===== src/rtl/sram_like_arbiter.sv =====
// Shares one SRAM-like bus between the inst-fetch and data ports. Grants are held until
// address accept. An in-order owner FIFO steers each data return back to its requester.
module sram_like_arbiter #(
  parameter int DEPTH = 2,
  parameter int RR    = 0
) (
  input  logic        clk,
  input  logic        rst,
  input  logic        inst_req,
  input  logic        inst_wr,
  input  logic [1:0]  inst_size,
  input  logic [31:0] inst_addr,
  input  logic [31:0] inst_wdata,
  output logic        inst_addr_ok,
  output logic        inst_data_ok,
  output logic [31:0] inst_rdata,
  input  logic        data_req,
  input  logic        data_wr,
  input  logic [1:0]  data_size,
  input  logic [31:0] data_addr,
  input  logic [31:0] data_wdata,
  output logic        data_addr_ok,
  output logic        data_data_ok,
  output logic [31:0] data_rdata,
  output logic        m_req,
  output logic        m_wr,
  output logic [1:0]  m_size,
  output logic [31:0] m_addr,
  output logic [31:0] m_wdata,
  input  logic        m_addr_ok,
  input  logic        m_data_ok,
  input  logic [31:0] m_rdata,
  output logic        busy,
  output logic        err_spurious
);

  localparam int PW = (DEPTH > 1) ? $clog2(DEPTH) : 1;
  localparam int CW = $clog2(DEPTH) + 1;

  logic          fifo_q [DEPTH];
  logic [PW-1:0] wr_ptr_q, wr_ptr_d;
  logic [PW-1:0] rd_ptr_q, rd_ptr_d;
  logic [CW-1:0] count_q, count_d;
  logic          lock_valid_q, lock_valid_d;
  logic          lock_owner_q, lock_owner_d;
  logic          last_owner_q, last_owner_d;
  logic          err_spurious_q, err_spurious_d;

  logic owner;      // 0 = inst, 1 = data
  logic owner_req;
  logic empty, full;
  logic head;
  logic push, pop;

  assign empty = (count_q == '0);
  assign full  = (count_q == CW'(DEPTH));
  assign head  = fifo_q[rd_ptr_q];

  // A pending lock pins the owner so the downstream sees a stable address.
  always_comb begin
    owner = 1'b0;
    if (lock_valid_q) begin
      owner = lock_owner_q;
    end else if (RR == 0) begin
      owner = data_req;
    end else if (inst_req && data_req) begin
      owner = ~last_owner_q;
    end else begin
      owner = data_req;
    end
  end

  assign owner_req = owner ? data_req : inst_req;
  assign m_req     = owner_req & ~full & ~rst;
  assign m_wr      = owner ? data_wr    : inst_wr;
  assign m_size    = owner ? data_size  : inst_size;
  assign m_addr    = owner ? data_addr  : inst_addr;
  assign m_wdata   = owner ? data_wdata : inst_wdata;

  assign push = m_req & m_addr_ok;
  assign pop  = m_data_ok & ~empty & ~rst;

  assign inst_addr_ok = push & ~owner;
  assign data_addr_ok = push & owner;
  assign inst_data_ok = pop & ~head;
  assign data_data_ok = pop & head;
  assign inst_rdata   = m_rdata;
  assign data_rdata   = m_rdata;

  assign busy         = ~empty;
  assign err_spurious = err_spurious_q;

  always_comb begin
    wr_ptr_d       = wr_ptr_q;
    rd_ptr_d       = rd_ptr_q;
    count_d        = count_q;
    lock_valid_d   = lock_valid_q;
    lock_owner_d   = lock_owner_q;
    last_owner_d   = last_owner_q;
    err_spurious_d = err_spurious_q | (m_data_ok & empty);

    if (push) begin
      wr_ptr_d     = (wr_ptr_q == PW'(DEPTH - 1)) ? '0 : wr_ptr_q + PW'(1);
      last_owner_d = owner;
    end
    if (pop) begin
      rd_ptr_d = (rd_ptr_q == PW'(DEPTH - 1)) ? '0 : rd_ptr_q + PW'(1);
    end
    case ({push, pop})
      2'b10:   count_d = count_q + CW'(1);
      2'b01:   count_d = count_q - CW'(1);
      default: count_d = count_q;
    endcase

    // A dropped request while locked keeps the lock; only an address accept releases it.
    if (m_req && !m_addr_ok) begin
      lock_valid_d = 1'b1;
      lock_owner_d = owner;
    end else if (m_addr_ok) begin
      lock_valid_d = 1'b0;
    end
  end

  always_ff @(posedge clk) begin
    if (rst) begin
      wr_ptr_q       <= '0;
      rd_ptr_q       <= '0;
      count_q        <= '0;
      lock_valid_q   <= 1'b0;
      lock_owner_q   <= 1'b0;
      last_owner_q   <= 1'b0;
      err_spurious_q <= 1'b0;
    end else begin
      wr_ptr_q       <= wr_ptr_d;
      rd_ptr_q       <= rd_ptr_d;
      count_q        <= count_d;
      lock_valid_q   <= lock_valid_d;
      lock_owner_q   <= lock_owner_d;
      last_owner_q   <= last_owner_d;
      err_spurious_q <= err_spurious_d;
    end
  end

  // Owner storage needs no reset: entries are only read behind a valid count.
  always_ff @(posedge clk) begin
    if (push) begin
      fifo_q[wr_ptr_q] <= owner;
    end
  end

endmodule


===== config.mk =====
export PLATFORM = sky130hd
export DESIGN_NAME = sram_like_arbiter
export DESIGN_NICKNAME = d
export VERILOG_FILES = /design/src/rtl/sram_like_arbiter.sv
export SDC_FILE = /design/constraint.sdc
export NUM_CORES = 1
export LEC_CHECK = 0
export ABC_CLOCK_PERIOD_IN_PS = 4700
export BUFFER_PORTS_ARGS = -buffer_cell sky130_fd_sc_hd__buf_2
export CORE_AREA = 3 3 118 120
export CTS_CLUSTER_DIAMETER = 80
export DETAILED_ROUTE_END_ITERATION = 6
export DIE_AREA = 0 0 121 123
export GPL_TIMING_DRIVEN = 0
export SYNTH_ARGS = -nofsm -noshare
export SYNTH_HDL_FRONTEND = slang
export SYNTH_SLANG_ARGS = --single-unit

===== constraint.sdc =====
create_clock -name clk -period 4.7 [get_ports clk]
set_clock_uncertainty 0.2 [all_clocks]
set_input_delay 0.705 -clock clk [delete_from_list [all_inputs] [get_ports clk]]
set_output_delay 0.705 -clock clk [all_outputs]
set_load 0.01 [all_outputs]

# == Yosys cells after proc, flatten, opt, wreduce, memory -nomap -nowiden ==
# Memories as Yosys holds them, arrays and structs flattened. A register that Yosys moved wholly into a read port is not among the register bits.
# Index checks and enable logic that the tools add are counted.
# totals
regBits,7
ramBits,2
inputBits,172
out_inout_bits,138
mem_count,1
# op_classes
n_addsub,4
eq_ne,3
mux,15
bitwise_logic,16
n_reduce_logical,5
# memory_table
memory,words,word_bits,rd,rd_clocked_by_memory_dff,write_ports,line,rtl
fifo_q,2,1,1,1,1,40,logic fifo_q [DEPTH];
# ops
op,count
32-bit two-way mux,2
1-bit two-way mux,11
1-bit bitwise AND,10
1-bit inverter,5
"2-bit == test, second input constant",2
2-bit one-hot mux with 2 select lines,1
2-bit nonzero test,2
"1-bit adder, second input constant",2
"2-bit by 1-bit adder with 2-bit output, second input constant",1
"2-bit by 1-bit == test with 1-bit output, second input constant",1
2-bit logical NOT,1
2-bit two-way mux,1
"2-bit by 1-bit subtractor with 2-bit output, second input constant",1
1-bit logical AND,1
1-bit logical NOT,1
1-bit OR,1

# == Longest topological paths before layout ==
# Gate-level depths: netlist of run 1.
# depth
depth_word,7
depth_mapped,8
ltp_nobuf,8

# == Worst setup path before layout of run 1 ==
# OpenSTA, ideal clock, no wires.
# synth_path
kind,input to output
startpoint,in data_req
endpoint,out m_wdata[10]
arrival_time_ps,1590
t_required_ps,3795
setup_slack_ps,2205
stages,4
path_buffers,2
cell_sequence,mux2i_2 > buf_6 > buf_6 > mux2_4
# synth_via
elab_chain_cells,2
# synth_rtl
element,line,rtl
"start, declared",17,"input logic data_req,"
1-bit two-way mux,62,if (lock_valid_q) begin
32-bit two-way mux,78,assign m_wdata = owner ? data_wdata : inst_wdata;
"end, declared",29,"output logic [31:0] m_wdata,"
# Every way passes these cells.

# == Worst setup path after layout of run 1 ==
# layout_path
startpoint,in data_req
endpoint,out m_addr[16]
# layout_via
elab_chain_cells,2
# layout_rtl
element,line,rtl
1-bit two-way mux,62,
32-bit two-way mux,77,assign m_addr = owner ? data_addr : inst_addr;
"end, declared",28,"output logic [31:0] m_addr,"
# Every way passes these cells.

==> flow_metrics.env, run 1 <==
export IMPL_status="finished, final reports clean"
export IMPL_clk_pin_slew_ps=40
export IMPL_htreeDepth=1
export IMPL_clock_latency_ps=230
export IMPL_synth_ff_latch_count=10
export IMPL_vdd_drop_max_v=0.000109
export IMPL_hold_viol_final=0
export IMPL_max_stage_delay_ps=490
export IMPL_synth_cells=189
export IMPL_cts_resized_gates=0
export IMPL_yosys_warnings=0
export IMPL_syn_nets=362
export IMPL_relSlewSlack_pct=59.7
export IMPL_setup_viol=0
export IMPL_final_cells=645
export IMPL_crit_path_frequent_cell="buf_2"
export IMPL_rsz0062_at_grt="false"
export IMPL_cts_hold_buf=0
export IMPL_via_count=2292
export IMPL_worstSetupPathType="input pin to output pin"
export IMPL_drv_cap=0
export IMPL_root_buffer="clkbuf_16"
export IMPL_die_area_um2=14900
export IMPL_setup_tns_ps=0
export IMPL_cp_arrival_ps=2210
export IMPL_path_buf_inv=3
export IMPL_drtPass1Iterations=4
export IMPL_seq_area_frac_synth_pct=12.3
export IMPL_max_freq_ghz=0.321
export IMPL_path_delay_family="multiplexers"
export IMPL_slew_violations=0
export IMPL_drt_iter0_drc=44
export IMPL_io_buffers=277
export IMPL_placedCellCount=642
export IMPL_die_w_um=121
export IMPL_grt_pass1_vias=2123
export IMPL_routed_via_density=3.55
export IMPL_cellLeakagePower_nw=1.97
export IMPL_final_nets=644
export IMPL_synth_area_per_cell_um2=9.51
export IMPL_wl_um=9220
export IMPL_drtAntennaViolNets=0
export IMPL_fp_row_count=42
export IMPL_area_delta_synth_final_pct=93.6
export IMPL_gp_congestion=0.744
export IMPL_cts_setup_buffers=0
export IMPL_period_share_pct=66.3
export IMPL_n_antenna_cell=0
export IMPL_antenna_found_initial=0
export IMPL_cp_max_fo=10
export IMPL_required_ps=3800
export IMPL_startpoint_type="input pin"
export IMPL_core_area_um2=13100
export IMPL_synth_distinct_cells=28
export IMPL_cts_made_buffers=3
export IMPL_grt_total_usage_pct=10.3
export IMPL_die_y_um=123
export IMPL_slowest_stage="mux2i_2"
export IMPL_start_util_pct=13.7
export IMPL_hold_class="register to register"
export IMPL_grt_max_degree=11
export IMPL_layout_commonest_cell="buf_2"
export IMPL_syn_area_um2=1800
export IMPL_cts_tree="done"
export IMPL_remaining_drc_errors=0
export IMPL_grt_pass1_wl_um=11700
export IMPL_cts_buffer_depth=2
export IMPL_period_needed_ps=3120
export IMPL_worst_pin_slew_ps=593
export IMPL_wl_per_cell_um=14.3
export IMPL_dp_hpwl_um=8460
export IMPL_pwr_density_cell_nw_per_um2=174
export IMPL_worst_setup_path_end_kind="output pin"
export IMPL_fillers=1434
export IMPL_drive_gt1_share_pct=90.0
export IMPL_path_cells="buf_2, mux2i_2, buf_2, mux2_2, buf_2"
export IMPL_cts_sink_count=10
export IMPL_io_pins=310
export IMPL_mostFrequentLayoutCells="buf_2 (282), buf_4 (64), mux2_2 (60)"
export IMPL_grt_overflow=0
==> power by group <==
part | total, mW | internal, mW | switching, mW
Sequential | 0.102 | 0.0961 | 0.00576
Clock | 0.147 | 0.110 | 0.0367
Combinational | 0.358 | 0.200 | 0.158
Total | 0.607 | 0.406 | 0.201
==> cell families (layout without fill, tap and decap cells) <==
kind of cell / after synthesis / in the layout / share of synthesized area, %
xor gates and xnor gates: 3 / 3 / 1.46
buffers and inverters: 74 / 354 / 30.0
muxes: 71 / 71 / 46.2
DFF: 10 / 10 / 12.3
and+or+nand+nor: 25 / 25 / 6.62
adders and majority gates: 1 / 1 / 0.696
AOI/OAI and AO/OA: 5 / 5 / 2.79
==> cells in the mapped netlist <==
cell type  instances  area, um^2
nor4_1             1        6.26
nand2_2            1        6.26
a21oi_1            2        10.0
buf_6              2        22.5
mux2i_1            2        20.0
mux2_2            60         676
nand2_1            2        7.51
and3_1             1        6.26
xor2_1             2        17.5
or3_1              1        6.26
nor2b_1            3        18.8
dfxtp_1            8         160
buf_4             64         480
mux2i_2            1        13.8
nor2_1            12        45.0
o21ai_0            1        5.00
ha_1               1        12.5
o21a_1             1        7.51
xnor2_1            1        8.76
clkbuf_1           1        3.75
and2_1             1        6.26
edfxtp_1           2        60.1
nand2b_1           1        6.26
inv_1              2        7.51
a2111oi_4          1        27.5
mux2_4             8         120
buf_2              5        25.0
nor3_1             2        10.0
==> sequential cells by signal (all words and copies together), names as in the netlist, named ones only <==
signal	cells
count_q	2
wr_ptr_q	1
lock_owner_q	1
rd_ptr_q	1
lock_valid_q	1
fifo_q	2
err_spurious	1
==> worst paths after layout <==
path                                                start                      end  slack (ps)  depth (start not counted)
worst max-delay path                             data_req               m_addr[16]        1580                          5
worst min-delay path              err_spurious$_SDFF_PP0_  err_spurious$_SDFF_PP0_         260                          2
worst max register to register  lock_owner_q$_SDFFE_PP0P_  count_q[1]$_SDFFE_PP0P_        2480                          6
worst min register to register    err_spurious$_SDFF_PP0_  err_spurious$_SDFF_PP0_         260                          2
==> tightest hold or removal path: stages, from the launching register on <==
cell	delay, ps
dfxtp_1	310
a21oi_1	40
nor2_1	70
==> final cells by class <==
cell class                 count  area, um^2  share of cell area, %
sequential                    10         220                   6.33
inverter                       2        7.51                  0.216
timing repair buffer         277        1390                   39.9
clock buffer                   3        75.1                   2.16
multi-input combinational    105        1040                   29.8
tap                          176         220                   6.33
buffer                        72         532                   15.3
==> routing by layer <==
layer | global-route usage, % | routed length [um]
met4 | 2.12 | 65
met3 | 1.97 | 989
met5 | 0 | 0
met1 | 12.1 | 3420
met2 | 19.4 | 4740
==> stage by stage <==
stage	utilization, %	area [um^2]	setup slack, ps	hold WS (ps)	total power, mW
2_1_floorplan	-	1800	2200	246	0.300
6_report	26.6	3480	1580	256	0.607
3_3_place_gp	26.0	3400	1430	250	0.466
3_5_place_dp	26.0	3400	1460	253	0.467
5_1_grt	26.6	3480	1420	296	0.647
4_1_cts	26.6	3480	1460	262	0.619
Note: power is estimated with default switching activity, not from simulation.
==> run 2, diff against run 1 <==
ABC_CLOCK_PERIOD_IN_PS = 2730   (was 4700)
clock period = 2.73 ns   (was 4.7 ns; I/O delays follow)
==> run 2 against run 1 <==
Worst setup slack got worse by 1400 ps. Critical endpoint is now m_wdata[10]. Hold slack got worse by 53 ps. Via count increased by 0.31%. Clock power increased by 72%. Clock-buffer cell count unchanged. Combinational power increased by 73%. Core utilization increased by 0.18 points. Critical path depth increased by 1. Global-route usage about the same. Power increased by 73%. Cell count increased by 0.31%. Largest power group unchanged. Non-clock buffer count increased by 2.
==> flow_metrics.env, run 2 (synthesized netlist as in run 1, its figures left out) <==
export IMPL_status="finished, final reports clean"
export IMPL_grt_pass1_vias=2121
export IMPL_slew_violations=0
export IMPL_final_cells=647
export IMPL_die_area_um2=14900
export IMPL_cp_max_fo=10
export IMPL_period_needed_ps=2520
export IMPL_core_area_um2=13100
export IMPL_relSlewSlack_pct=70.5
export IMPL_fp_row_count=42
export IMPL_die_w_um=121
export IMPL_antenna_found_initial=0
export IMPL_placedCellCount=642
export IMPL_layout_top_registers="count_q (2), fifo_q (2)"
export IMPL_dp_hpwl_um=8460
export IMPL_wl_um=9240
export IMPL_worst_r2r_setup_slack_ps=470
export IMPL_clk_pin_slew_ps=40
export IMPL_cellLeakagePower_nw=1.98
export IMPL_grt_total_usage_pct=10.3
export IMPL_mostFrequentLayoutCells="buf_2 (282), buf_4 (66), mux2_2 (60)"
export IMPL_drv_cap=0
export IMPL_grt_pass1_wl_um=11700
export IMPL_worst_setup_path_end_kind="output pin"
export IMPL_routed_via_density=3.55
export IMPL_layout_commonest_cell="buf_2"
export IMPL_grt_max_degree=11
export IMPL_period_share_pct=92.4
export IMPL_placed_area_um2=3400
export IMPL_vdd_drop_max_v=0.000187
export IMPL_cp_arrival_ps=1910
export IMPL_rsz0062_at_grt="false"
export IMPL_n_antenna_cell=0
export IMPL_hold_viol_final=0
export IMPL_grt_overflow=0
export IMPL_pwr_density_cell_nw_per_um2=300
export IMPL_root_buffer="clkbuf_16"
export IMPL_fillers=1434
export IMPL_cts_hold_buf=0
export IMPL_drt_iter0_drc=55
export IMPL_worst_slack_ps=206
export IMPL_hold_class="input pin to register"
export IMPL_drtPass1Iterations=4
export IMPL_worst_pin_slew_ps=442
export IMPL_drtAntennaViolNets=0
export IMPL_setup_tns_ps=0
export IMPL_via_count=2299
export IMPL_drive_gt1_share_pct=90.0
export IMPL_final_nets=646
export IMPL_wl_per_cell_um=14.3
export IMPL_io_buffers=277
export IMPL_io_pins=310
export IMPL_die_y_um=123
export IMPL_max_freq_ghz=0.396
export IMPL_area_delta_synth_final_pct=94.9
export IMPL_fin_area_um2=3500
export IMPL_startpoint_type="register"
export IMPL_setup_viol=0
export IMPL_cts_sink_count=10
export IMPL_required_ps=2120
export IMPL_remaining_drc_errors=0
export IMPL_cts_buffer_depth=2
export IMPL_gp_congestion=0.744
export IMPL_cts_tree="done"
export IMPL_clock_latency_ps=230
export IMPL_place_ws_ps=80.7
export IMPL_cts_made_buffers=3
export IMPL_start_util_pct=13.7
export IMPL_worstSetupPathType="register to output pin"
export IMPL_htreeDepth=1
run 2: changes by cell type in the layout (fill, tap and decap cells not counted):
cell and change:
mux2i_2 -1, buf_4 +2, mux2i_4 +1
run 2: layer usage:
| layer | share of wire, % | vias up | global-route usage [%] | wire length (um) |
|---|---|---|---|---|
| met1 | 37 | 986 | 12.1 | 3430 |
| met2 | 51 | 162 | 19.4 | 4750 |
| met3 | 11 | 5 | 1.97 | 990 |
| met5 | 0 | - | 0 | 0 |
| li1 | - | 1146 | - | - |
| met4 | 0.70 | 0 | 2.12 | 65 |
run 2: worst max-delay path, stage by stage (launching register included):
cell,delay [ps]
dfxtp_1,460
mux2i_4,270
buf_4,160
buf_6,150
buf_6,170
mux2_4,320
buf_2,140
run 2: timing repair:
action / CTS / global route
gates resized for setup: 1 / 0
setup endpoints to repair: 59 / 27
hold endpoints to repair: 0 / 0
pin swaps: 0 / 0
buffers inserted: 0 / 2
run 2: cell type report:
type                    count  area (um^2)  area share [%]
plain buffers              72          532            15.2
clock buffers               3         75.1            2.14
inverters                   2         7.51           0.214
multi-input cells         105         1050            29.9
flip-flops and latches     10          220            6.29
well taps                 176          220            6.29
repair buffers            279         1400            40.0
run 2: worst paths after layout:
kind,start,to,depth (start not counted)
worst max-delay path,lock_valid_q$_SDFFE_PP0P_,m_wdata[10],6
worst min-delay path,m_addr_ok,lock_valid_q$_SDFFE_PP0P_,2
worst min register to register,err_spurious$_SDFF_PP0_,err_spurious$_SDFF_PP0_,2
worst max register to register,lock_owner_q$_SDFFE_PP0P_,count_q[1]$_SDFFE_PP0P_,6
run 2: stage by stage:
step | utilization, % | hold slack [ps] | power (mW)
final | 26.8 | 203 | 1.05
after global routing | 26.8 | 213 | 1.12
after CTS | 26.6 | 207 | 1.07
after detailed placement | 26.0 | 253 | 0.805
after global placement | 26.0 | 250 | 0.802
after floorplan | - | 246 | 0.516
run 2: where the power goes:
| part | internal, mW | total [mW] | switching (mW) |
|---|---|---|---|
| Sequential | 0.166 | 0.176 | 0.0106 |
| Clock | 0.189 | 0.253 | 0.0633 |
| Combinational | 0.348 | 0.621 | 0.273 |
==> run 3, diff against run 2 <==
RECOVER_POWER = 100   (was unset)
==> run 3 against run 2 <==
Critical path depth fell by 1. Cell area fell by 4.2%. Via count is 0.22% higher. Power shrank 3.2%. Worst setup slack got worse by 63 ps. Core utilization decreased by 1.1 points. Clock power is essentially flat. Combinational power decreased by 5.5%. Largest cell class unchanged. Sequential power is essentially flat. First-iteration DRC count rose by 5.5%.
==> flow_metrics.env, run 3 (synthesized netlist as in run 1, its figures left out) <==
export IMPL_status="finished, final reports clean"
export IMPL_p_total_mw=1.02
export IMPL_fp_row_count=42
export IMPL_worstSetupPathType="register to output pin"
export IMPL_worst_pin_slew_ps=438
export IMPL_fillers=1485
export IMPL_worst_setup_path_end_kind="output pin"
export IMPL_relSlewSlack_pct=70.8
export IMPL_area_delta_synth_final_pct=86.7
export IMPL_grt_max_degree=11
export IMPL_seq_area_um2=220
export IMPL_met2_length_um=4750
export IMPL_wl_um=9240
export IMPL_clock_latency_ps=230
export IMPL_clk_pin_slew_ps=40
export IMPL_n_antenna_cell=0
export IMPL_met3RoutedLength_um=994
export IMPL_vdd_drop_max_v=0.000186
export IMPL_final_cells=647
export IMPL_antenna_found_initial=0
export IMPL_cts_made_buffers=3
export IMPL_remaining_drc_errors=0
export IMPL_rsz0062_at_grt="false"
export IMPL_core_area_um2=13100
export IMPL_period_needed_ps=2590
export IMPL_cp_max_fo=10
export IMPL_cp_arrival_ps=1980
export IMPL_grt_overflow=0
export IMPL_min_from="m_addr_ok"
export IMPL_hold_class="input pin to register"
export IMPL_placed_area_um2=3400
export IMPL_rr_startpoint="lock_owner_q$_SDFFE_PP0P_"
export IMPL_startpoint="lock_valid_q$_SDFFE_PP0P_"
export IMPL_root_buffer="clkbuf_16"
export IMPL_start_util_pct=13.7
export IMPL_place_ws_ps=80.7
export IMPL_io_buffers=277
export IMPL_dp_hpwl_um=8460
export IMPL_cts_tree="done"
export IMPL_via_count=2304
export IMPL_required_ps=2120
export IMPL_drt_met1_wl_um=3440
export IMPL_drive_gt1_share_pct=63.3
export IMPL_io_pins=310
export IMPL_drtAntennaViolNets=0
export IMPL_worst_slack_ps=143
export IMPL_grt_pass1_wl_um=11700
export IMPL_layout_commonest_cell="buf_2"
export IMPL_setup_viol=0
export IMPL_gp_congestion=0.744
export IMPL_worst_r2r_setup_slack_ps=400
export IMPL_routed_via_density=3.56
export IMPL_die_area_um2=14900
export IMPL_pwr_density_cell_nw_per_um2=303
export IMPL_htreeDepth=1
export IMPL_cts_buffer_depth=2
export IMPL_cts_sink_count=10
export IMPL_die_w_um=121
export IMPL_grt_pass1_vias=2121
export IMPL_postLayoutCoreUtil_pct=25.6
export IMPL_layout_top_registers="count_q (2), fifo_q (2)"
export IMPL_max_freq_ghz=0.387
export IMPL_drv_cap=0
export IMPL_top_layer_used="met4"
export IMPL_fin_area_um2=3350
export IMPL_grt_total_usage_pct=10.3
export IMPL_hold_slack_ps=193
export IMPL_hold_viol_final=0
export IMPL_startpoint_type="register"
export IMPL_drtPass1Iterations=4
export IMPL_cellLeakagePower_nw=1.66
export IMPL_wl_per_cell_um=14.3
export IMPL_multi_input_area_um2=1040
export IMPL_final_nets=646
export IMPL_period_share_pct=94.8
export IMPL_setup_tns_ps=0
export IMPL_drt_iter0_drc=58
export IMPL_die_y_um=123
export IMPL_placedCellCount=642
export IMPL_mostFrequentLayoutCells="buf_2 (159), clkbuf_1 (115), buf_4 (65)"
export IMPL_slew_violations=0
## run 3: cell count changes in the layout (fill, tap and decap cells not counted)
cell,change
clkbuf_1,+114
mux2_2,-11
buf_4,-1
mux2_1,+11
nand2_2,-1
buf_2,-123
clkbuf_2,+10
nand2_1,+1
## run 3: final timing paths
| check | cells after the start | end |
|---|---|---|
| worst max-delay path | 5 | m_addr[21] |
| worst max register to register | 6 | count_q[1]$_SDFFE_PP0P_ |
| worst min-delay path | 2 | lock_valid_q$_SDFFE_PP0P_ |
| worst min register to register | 2 | err_spurious$_SDFF_PP0_ |
## run 3: what timing repair did
item                       CTS  global route
hold buffers                 0             0
setup endpoints to repair   59            27
gates resized for setup      1             0
setup buffers                0             2
## run 3: cell type report
cell class,instances,share of cell area (%)
inverters,2,0.224
multi-input cells,105,31.1
plain buffers,72,15.9
well taps,176,6.56
flip-flops and latches,10,6.56
repair buffers,279,37.4
clock buffers,3,2.24
## run 3: worst max-delay path, cell delays in order (launching register included)
cell and delay [ps]:
dfxtp_1 460, mux2i_4 270, clkbuf_2 190, buf_2 260, mux2_1 390, buf_2 170
## run 3: metal layers
metal  vias up  GRT usage (%)
li1       1146              -
met1       991           12.1
met2       162           19.4
met3         5           1.97
met4         0           2.12
met5         -              0
## run 3: report_power, final
| part | leakage [nW] | internal, mW | switching [mW] |
|---|---|---|---|
| clock network | 0.0370 | 0.189 | 0.0637 |
| registers | 0.0841 | 0.165 | 0.0106 |
| logic | 1.54 | 0.312 | 0.275 |
